--- src/rtl/button_event_arbiter.sv ---
// button_event_arbiter: edge-detects four debounced buttons into per-button
// pending flags and offers them one at a time over a valid/ready handshake,
// chosen round-robin. Presses landing on an already-pending flag are counted
// in a saturating drop counter.
// Optional auto-repeat for held buttons: define BTN_AUTOREPEAT_EN.
module button_event_arbiter #(
    parameter logic [23:0] REPEAT_DELAY  = 24'd12_500_000,
    parameter logic [23:0] REPEAT_PERIOD = 24'd2_500_000
) (
    input  logic       clk,
    input  logic       rst,
    input  logic [3:0] button_level,
    input  logic       evt_ready,
    output logic       evt_valid,
    output logic [1:0] evt_id,
    output logic       evt_repeat,
    output logic [3:0] pending,
    output logic [7:0] drop_count
);
    typedef enum logic {IDLE, OFFER} state_t;

    state_t     state_q, state_d;
    logic [3:0] button_prev;
    logic [3:0] press;
    logic [3:0] rpt_fire;
    logic [3:0] clr;
    logic [3:0] dropped;
    logic [3:0] pending_d;
    logic [1:0] rr_ptr;
    logic [1:0] winner;
    logic       load;
    logic       accept;
    logic [2:0] drop_inc;
    logic [8:0] drop_sum;

    assign press     = button_level & ~button_prev;
    assign clr       = accept ? (4'b0001 << evt_id) : 4'b0000;
    // set wins over clear, so a press on the button being accepted re-arms it
    assign dropped   = press & pending & ~clr;
    assign pending_d = (pending & ~clr) | press | rpt_fire;

    // round-robin pick: first pending bit at or above rr_ptr, wrapping mod 4
    always_comb begin
        winner = rr_ptr;
        for (int k = 3; k >= 0; k--) begin
            if (pending[rr_ptr + 2'(k)]) winner = rr_ptr + 2'(k);
        end
    end

    // count merged presses this cycle and add them with saturation
    always_comb begin
        drop_inc = 3'd0;
        for (int i = 0; i < 4; i++) drop_inc = drop_inc + {2'b00, dropped[i]};
        drop_sum = {1'b0, drop_count} + {6'd0, drop_inc};
    end

    // FSM state register
    always_ff @(posedge clk) begin
        if (rst) state_q <= IDLE;
        else     state_q <= state_d;
    end

    // FSM next state and handshake strobes
    always_comb begin
        state_d = state_q;
        load    = 1'b0;
        accept  = 1'b0;
        case (state_q)
            IDLE: begin
                if (|pending) begin
                    load    = 1'b1;
                    state_d = OFFER;
                end
            end
            OFFER: begin
                if (evt_ready) begin
                    accept  = 1'b1;
                    state_d = IDLE;
                end
            end
            default: state_d = IDLE;
        endcase
    end

    // edge history, pending flags, drop counter and offered-event registers;
    // button_prev resets high so a button held through reset needs a fresh press
    always_ff @(posedge clk) begin
        if (rst) begin
            button_prev <= 4'hF;
            pending     <= 4'h0;
            drop_count  <= 8'h00;
            rr_ptr      <= 2'd0;
            evt_valid   <= 1'b0;
            evt_id      <= 2'd0;
        end else begin
            button_prev <= button_level;
            pending     <= pending_d;
            drop_count  <= drop_sum[8] ? 8'hFF : drop_sum[7:0];
            if (load) begin
                evt_valid <= 1'b1;
                evt_id    <= winner;
            end
            if (accept) begin
                evt_valid <= 1'b0;
                rr_ptr    <= evt_id + 2'd1;
            end
        end
    end

`ifdef BTN_AUTOREPEAT_EN
    logic [3:0][23:0] hold_cnt;
    logic [3:0][23:0] hold_inc;
    logic [3:0]       held;
    logic [3:0]       rpt_flag;
    logic             rpt_q;

    assign held = button_level & button_prev;

    // repeat fires when the hold count reaches DELAY-1, then every PERIOD
    always_comb begin
        for (int i = 0; i < 4; i++) begin
            hold_inc[i] = hold_cnt[i] + 24'd1;
            rpt_fire[i] = held[i] &&
                          (hold_inc[i] == REPEAT_DELAY - 24'd1 ||
                           hold_inc[i] == REPEAT_DELAY - 24'd1 + REPEAT_PERIOD);
        end
    end

    // hold counters restart on any level change and fold back after each period;
    // repeat flag follows the most recent unmerged event source
    always_ff @(posedge clk) begin
        if (rst) begin
            hold_cnt <= '0;
            rpt_flag <= '0;
        end else begin
            for (int i = 0; i < 4; i++) begin
                if (!held[i])
                    hold_cnt[i] <= '0;
                else if (hold_inc[i] == REPEAT_DELAY - 24'd1 + REPEAT_PERIOD)
                    hold_cnt[i] <= REPEAT_DELAY - 24'd1;
                else
                    hold_cnt[i] <= hold_inc[i];
                if (press[i])
                    rpt_flag[i] <= 1'b0;
                else if (rpt_fire[i] && !(pending[i] && !clr[i]))
                    rpt_flag[i] <= 1'b1;
            end
        end
    end

    // repeat flag is captured alongside evt_id when the offer is loaded
    always_ff @(posedge clk) begin
        if (rst)       rpt_q <= 1'b0;
        else if (load) rpt_q <= rpt_flag[winner];
    end

    assign evt_repeat = rpt_q;
`else
    logic unused_cfg;

    assign rpt_fire   = 4'b0000;
    assign evt_repeat = 1'b0;
    assign unused_cfg = ^{REPEAT_DELAY, REPEAT_PERIOD};
`endif

endmodule

--- config.mk ---
export PLATFORM = sky130hd
export DESIGN_NAME = button_event_arbiter
export DESIGN_NICKNAME = d
export VERILOG_FILES = /design/src/rtl/button_event_arbiter.sv
export SDC_FILE = /design/constraint.sdc
export NUM_CORES = 1
export LEC_CHECK = 0
export ABC_AREA = 1
export ABC_CLOCK_PERIOD_IN_PS = 7310
export CELL_PAD_IN_SITES_DETAIL_PLACEMENT = 1
export CELL_PAD_IN_SITES_GLOBAL_PLACEMENT = 1
export CORE_ASPECT_RATIO = 1.1
export CORE_MARGIN = 2
export CORE_UTILIZATION = 39
export CTS_CLUSTER_SIZE = 10
export DETAILED_ROUTE_END_ITERATION = 10
export PLACE_DENSITY = 0.88
export SLEW_MARGIN = 20
export SYNTH_ARGS = -nofsm -noshare
export SYNTH_HDL_FRONTEND = slang
export SYNTH_SLANG_ARGS = --single-unit
--- constraint.sdc ---
create_clock -name clk -period 7.31 [get_ports clk]
set_clock_uncertainty 0.1 [all_clocks]
set_input_delay 1.0965 -clock clk [delete_from_list [all_inputs] [get_ports clk]]
set_output_delay 1.0965 -clock clk [all_outputs]
set_load 0.005 [all_outputs]
# Word-level counts from Yosys, hierarchy flattened
# Cells that the tools add are included.
# word_totals
reg_bits	22
latchBits	0
ram_bits	0
romBits	0
inputBits	7
word_cells	50
mem_count	0
# classes
n_addsub	8
n_mul	0
div_mod_pow	0
magnitude_cmp	4
n_eq_ne	0
shift	1
mux	20
n_bitwise	8
reduce_logical	2
# ops
operator	n
4-bit bitwise AND	4
2-bit by 3-bit less-than comparator with 1-bit output (second input constant)	4
8-bit by 3-bit adder with 9-bit output	1
1-bit two-way mux	9
1-bit binary-select mux with 2-bit select	4
2-bit two-way mux	4
8-bit two-way mux	1
4-bit inverter	2
2-bit by 1-bit adder with 2-bit output (second input constant)	2
2-bit adder (second input constant)	2
4-bit two-way mux	1
4-bit OR	1
4-bit OR reduction	1
1-bit by 2-bit left shift with 4-bit output (first input constant)	1
2-bit by 1-bit adder with 3-bit output	1
3-bit by 1-bit adder with 3-bit output	1
1-bit by 1-bit adder with 2-bit output	1
1-bit one-hot mux with 2 select lines	1
2-bit OR reduction	1
1-bit inverter	1

# Logic depth before layout (Yosys ltp)
# depth
word_depth	10
depth_mapped	13
ltp_nobuf	13

# Least setup slack after synthesis
# Ideal clock, no wire load.
# synth_path
path_type	input-to-reg
startpoint	in evt_ready
endpoint	reg drop_count[7]
arrival_time_ps	3254
t_required_ps	7136
path_slack_ps	3882
cell_stages	12
path_buffers	0
cell_sequence	nand2_1 -> inv_1 -> nand2_1 -> nand4_1 -> fa_1 -> fa_1 -> inv_1 -> fa_1 -> nand4_1 -> nor2_1 -> inv_1 -> a31oi_1
# synth_via
elab_chain_cells	10
# synth_lines
element	line_no	rtl
start, declared	13	input logic evt_ready,
1-bit two-way mux (*)	76	if (evt_ready) begin
1-bit two-way mux (*)	68	case (state_q)
4-bit two-way mux (*)	37	assign clr = accept ? (4'b0001 << evt_id) : 4'b0000;
4-bit inverter (*)	39	assign dropped = press & pending & ~clr;
4-bit bitwise AND (*)	39	
1-bit by 1-bit adder with 2-bit output	53	for (int i = 0; i < 4; i++) drop_inc = drop_inc + {2'b00, dropped[i]};
2-bit by 1-bit adder with 3-bit output	53	
3-bit by 1-bit adder with 3-bit output (*)	53	
8-bit by 3-bit adder with 9-bit output (*)	54	drop_sum = {1'b0, drop_count} + {6'd0, drop_inc};
8-bit two-way mux (*)	98	drop_count <= drop_sum[8] ? 8'hFF : drop_sum[7:0];
end signal, assigned	98	
end, declared	18	output logic [7:0] drop_count
# Every way passes the cells marked *; elsewhere a longest branch is shown, timed or not.
# A chain may end at the register's enable or synchronous reset.

# Worst setup path after layout
# Ends and elaborated chain as after synthesis.

==> results.txt <==
* Critical path data arrival time: 3.98 ns
- The netlist uses 27 different library cells.
* Slowest CP cell: sky130_fd_sc_hd__fa_1
* Length of routed met3 wiring: approximately 55 um
- In the final design database the tool counted around 200 nets.
* Number of optimization iterations in the first detailed-route pass: 4
- Count of boundary I/O pins: 23
- Kind of critical path: in2reg
* Tcrit/Tclk final: between 50% and 60%
- Floorplan core area: about 3000 um^2
* Switching Fraction: 28.7%
- Post-CTS setup buffer count: 0
- CTS tree: yes
* Reg power frac: 53.5%
- Max clock buf depth: 2
* Pin count of the biggest net entering global routing: 17
- Routed wire length per instance: roughly 14 um
- Global-route usage over all layers: a little under a fifth
- Worst flop-to-flop path startpoint: evt_id[0]
* Number of global-route vias before repair: roughly 1.2k
- Summed over all instances, the cell type with the most area after synthesis is sky130_fd_sc_hd__dfxtp_1.
- Headroom to the max-slew limit came out at approximately 64%.
- Of the total power, combinational logic draws between 10% and 20%.
* Number of enable-type register cells in the synthesized netlist: 0
- The path with the worst hold slack has its endpoint at pending[0].
- Of the synthesized area, sequential elements account for a little under two fifths.
- In this run the clock root is driven by a sky130_fd_sc_hd__clkbuf_4.
* WP buf/inv: 4
- For this run, the top clock speed supported by timing is around 260 MHz.
- Sorting the synthesized cells by area gives the leading types as sky130_fd_sc_hd__dfxtp_1 (37%), sky130_fd_sc_hd__nand2_1 (15%), sky130_fd_sc_hd__inv_1 (7.9%), sky130_fd_sc_hd__ha_1 (5.3%), sky130_fd_sc_hd__a21oi_1 (5.1%).
- Final hold violations: 0
- Hold buffers post-CTS: 0
- The first routing iteration left 18 violations.
- Number of routed nets with antenna violations: 0
* Clock group share of total power: 26.7%
- Summed over all nets, wire length on met2 after detailed routing comes to 1.65 mm.
- The floorplan step defined a die boundary enclosing around 3500 um^2.
* Post-synthesis instance total: about 160
* Synthesized Nets: 179
- Top-count cell post-synth: sky130_fd_sc_hd__nand2_1
- After clock tree synthesis, the clock-pin slew on the worst setup and hold paths is 0.12 ns.
- Delay-heaviest family, CP: adder cells
* Highest metal layer with signal wires: met4
- The tool flagged a number of max-cap violations equal to 0.
* Post-synth top flop: sky130_fd_sc_hd__dfxtp_1
* Global-route wire length before repair: around 5.2 mm
- Std cell rows: 21
* Yosys top cell area share: about 37%
* Mean area per synthesized cell: approximately 7.2 um^2
- Post-route DRC violation count: 0
- STA classifies the critical path startpoint as an input pin.
- In this run, post-CTS repair resized a total of 0 instances.
- Path depth of the worst reg2reg path: 12
- Cells with a size suffix above 1 make up 7.53% of the layout.
* Fin Hold WS: approximately 0.41 ns
- The Yosys step of the flow raised 0 warnings.
- For this run, the slowest stage of the critical path takes 0.51 ns.
* Worst Max-Slew Pin Slew: 0.531 ns
* Initial core utilization: ~40%
- Utilization after layout: between 40 and 50%
* P_leak: roughly 0.66 nW
- Drt via density: between 5 and 6
* Placed Instance Area: between 1000 and 1500 um^2
- Outcome: finished, final reports clean
- In this run the number of H-tree levels came out at 1.
* Worst path required time: about 7.5 ns
- Final count of pins violating max slew: 0
- In this run the most critical hold path is launched from button_prev[0].
* Final Cell Area: between 1000 and 1500 um^2
- Unrepaired setup endpoints after global routing: false
- In this run the critical register-to-register path is captured at drop_count[7].
- Internal power comes to about 0.18 mW.
- IR analysis of the VDD net gives a maximum drop of ~130 uV.
* Maximum fanout encountered on the critical timing path: 6
* TritonCTS Sinks: 22
- In this run the horizontal extent of the chip is around 57 um.
* PnR Total Power: between 0.2 and 0.3 mW
- In this run the tool buffered the top-level ports with 21 buffer cells.
* Power per standard cell area: roughly 170 nW/um^2
* Height of the die: between 60 and 70 um
* Half-perimeter wire length after detailed placement: 2.47 mm
- For this run the aggregate overflow at the end of global routing stands at 0.
- From synthesis to final layout, the design area changed by 22.4%.
- The repair_antennas step left the layout with diodes totalling 0.
- Subtracting the final worst setup slack from the clock period gives about 3.8 ns.
- In this run, CTS created clock tree buffers numbering 3.
- Flip-flop and latch count after synthesis: 22
- Number of endpoints failing setup at the final stage: 0
* Via total after detailed routing: approximately 1.1k
* Hold Path Cell Cnt: 3
- Worst-skew pair later-pin latency: roughly 0.31 ns
- The path class of the tightest hold or removal check is reg2reg.
* Routed length on met1: 1.20 mm
* Critical path endpoint category: flip-flop
* Routed wire length: approximately 3 mm
* Summed negative setup slack over all endpoints: 0 ns
* Leading post-synthesis cells by instance count: sky130_fd_sc_hd__nand2_1 (46), sky130_fd_sc_hd__inv_1 (25), sky130_fd_sc_hd__dfxtp_1 (22)
- Post-Synthesis Cell Area: between 1000 and 1500 um^2
- Fill cells in the final layout number 371.
* Cell chain of the critical path: clkdlybuf4s50_1 > nand2_1 > inv_1 > nand2_1 > nand4_1 > fa_1 > fa_1 > inv_1 > fa_1 > nand4_1 > nor2_1 > inv_1 > a31oi_1
* Initial antenna violation count: 0
- Of all flip-flops after synthesis, the portion carrying an async set or reset was 0%.
* FF-to-FF setup slack: between 4 and 5 ns
- Total area of multi-input combinational cells: just over 600 um^2
- Total net switching power: approximately 0.072 mW
- Routability Congestion: 0.885
- Sequential cell area: 440 um^2
==> sequential cells by signal, summed over array words and instances, names as in the netlist <==
name         count
pending          4
drop_count       8
button_prev      4
evt_valid        1
state_q          1
evt_id           2
rr_ptr           2
==> worst reg2reg max path: cells and delay by family (launching register included) <==
kind,cells,cell delay [ns]
buffers and inverters,3,0.34
DFF,1,0.42
adders and majority gates,4,1.39
AOI/OAI and AO/OA,1,0.17
and+or+nand+nor,4,0.62
==> final cells by class <==
cell class	count	area share [%]
tap	34	2.93
inverter	27	7.49
clock buffer	4	2.50
multi-input combinational	112	42.3
sequential	22	30.3
timing repair buffer	21	14.5
==> routing by layer <==
layer	track usage, %	up-vias
met1	20.6	544
li1	-	566
met5	0	-
met2	38.5	17
met4	8.16	0
met3	2.07	8
==> power groups by stage <==
| stage | Clock (mW) | Sequential (mW) | Combinational [mW] |
|---|---|---|---|
| finish | 0.0673 | 0.135 | 0.0499 |
| global route | 0.0763 | 0.136 | 0.0571 |
| CTS | 0.0702 | 0.135 | 0.0507 |
| detailed placement | 0 | 0.137 | 0.0503 |
| global placement | 0 | 0.137 | 0.0476 |
| floorplan | 0 | 0.135 | 0.0318 |
==> placed cells by master, fill, tap and decap left out, drive strengths merged <==
| cell type | count |
|---|---|
| a21oi | 13 |
| a31o | 1 |
| a31oi | 2 |
| clkbuf | 4 |
| clkdlybuf4s50 | 21 |
| conb | 1 |
| dfxtp | 22 |
| fa | 3 |
| ha | 5 |
| inv | 27 |
| nand2 | 47 |
| nand3 | 11 |
| nand4 | 6 |
| nor2 | 6 |
| nor3 | 1 |
| nor4 | 1 |
| o211ai | 1 |
| o21ai | 8 |
| or2 | 4 |
| xnor2 | 1 |
| xor2 | 1 |
==> through the flow <==
| step | std cells | worst slack, ns |
|---|---|---|
| finish | 220 | 3.48 |
| global route | 220 | 3.27 |
| CTS | 220 | 3.45 |
| detailed placement | 216 | 3.09 |
| global placement | 216 | 3.31 |
| floorplan | 164 | 3.88 |
==> how the worst max path moves through the flow <==
stage,from,to,slack [ns],depth (start not counted)
finish,evt_ready,drop_count[7],3.48,13
global placement,evt_ready,drop_count[7],3.31,13
floorplan,evt_ready,drop_count[7],3.88,12
global route,evt_ready,drop_count[7],3.27,13
CTS,evt_ready,drop_count[7],3.45,13
detailed placement,evt_ready,drop_count[7],3.09,13
==> logic make-up (layout without fill, tap and decap cells) <==
logic type	Yosys count	in the layout	share of synthesized area, %
AO/OA/AOI/OAI	25	25	11.9
XOR/XNOR	2	2	1.48
adder cells (fa/ha/maj)	8	8	10.3
buffers and inverters	30	52	11.1
flip-flops	22	22	37.1
other	1	1	0.316
AND/OR/NAND/NOR	76	76	27.8
Power figures use the tool's default switching activity.
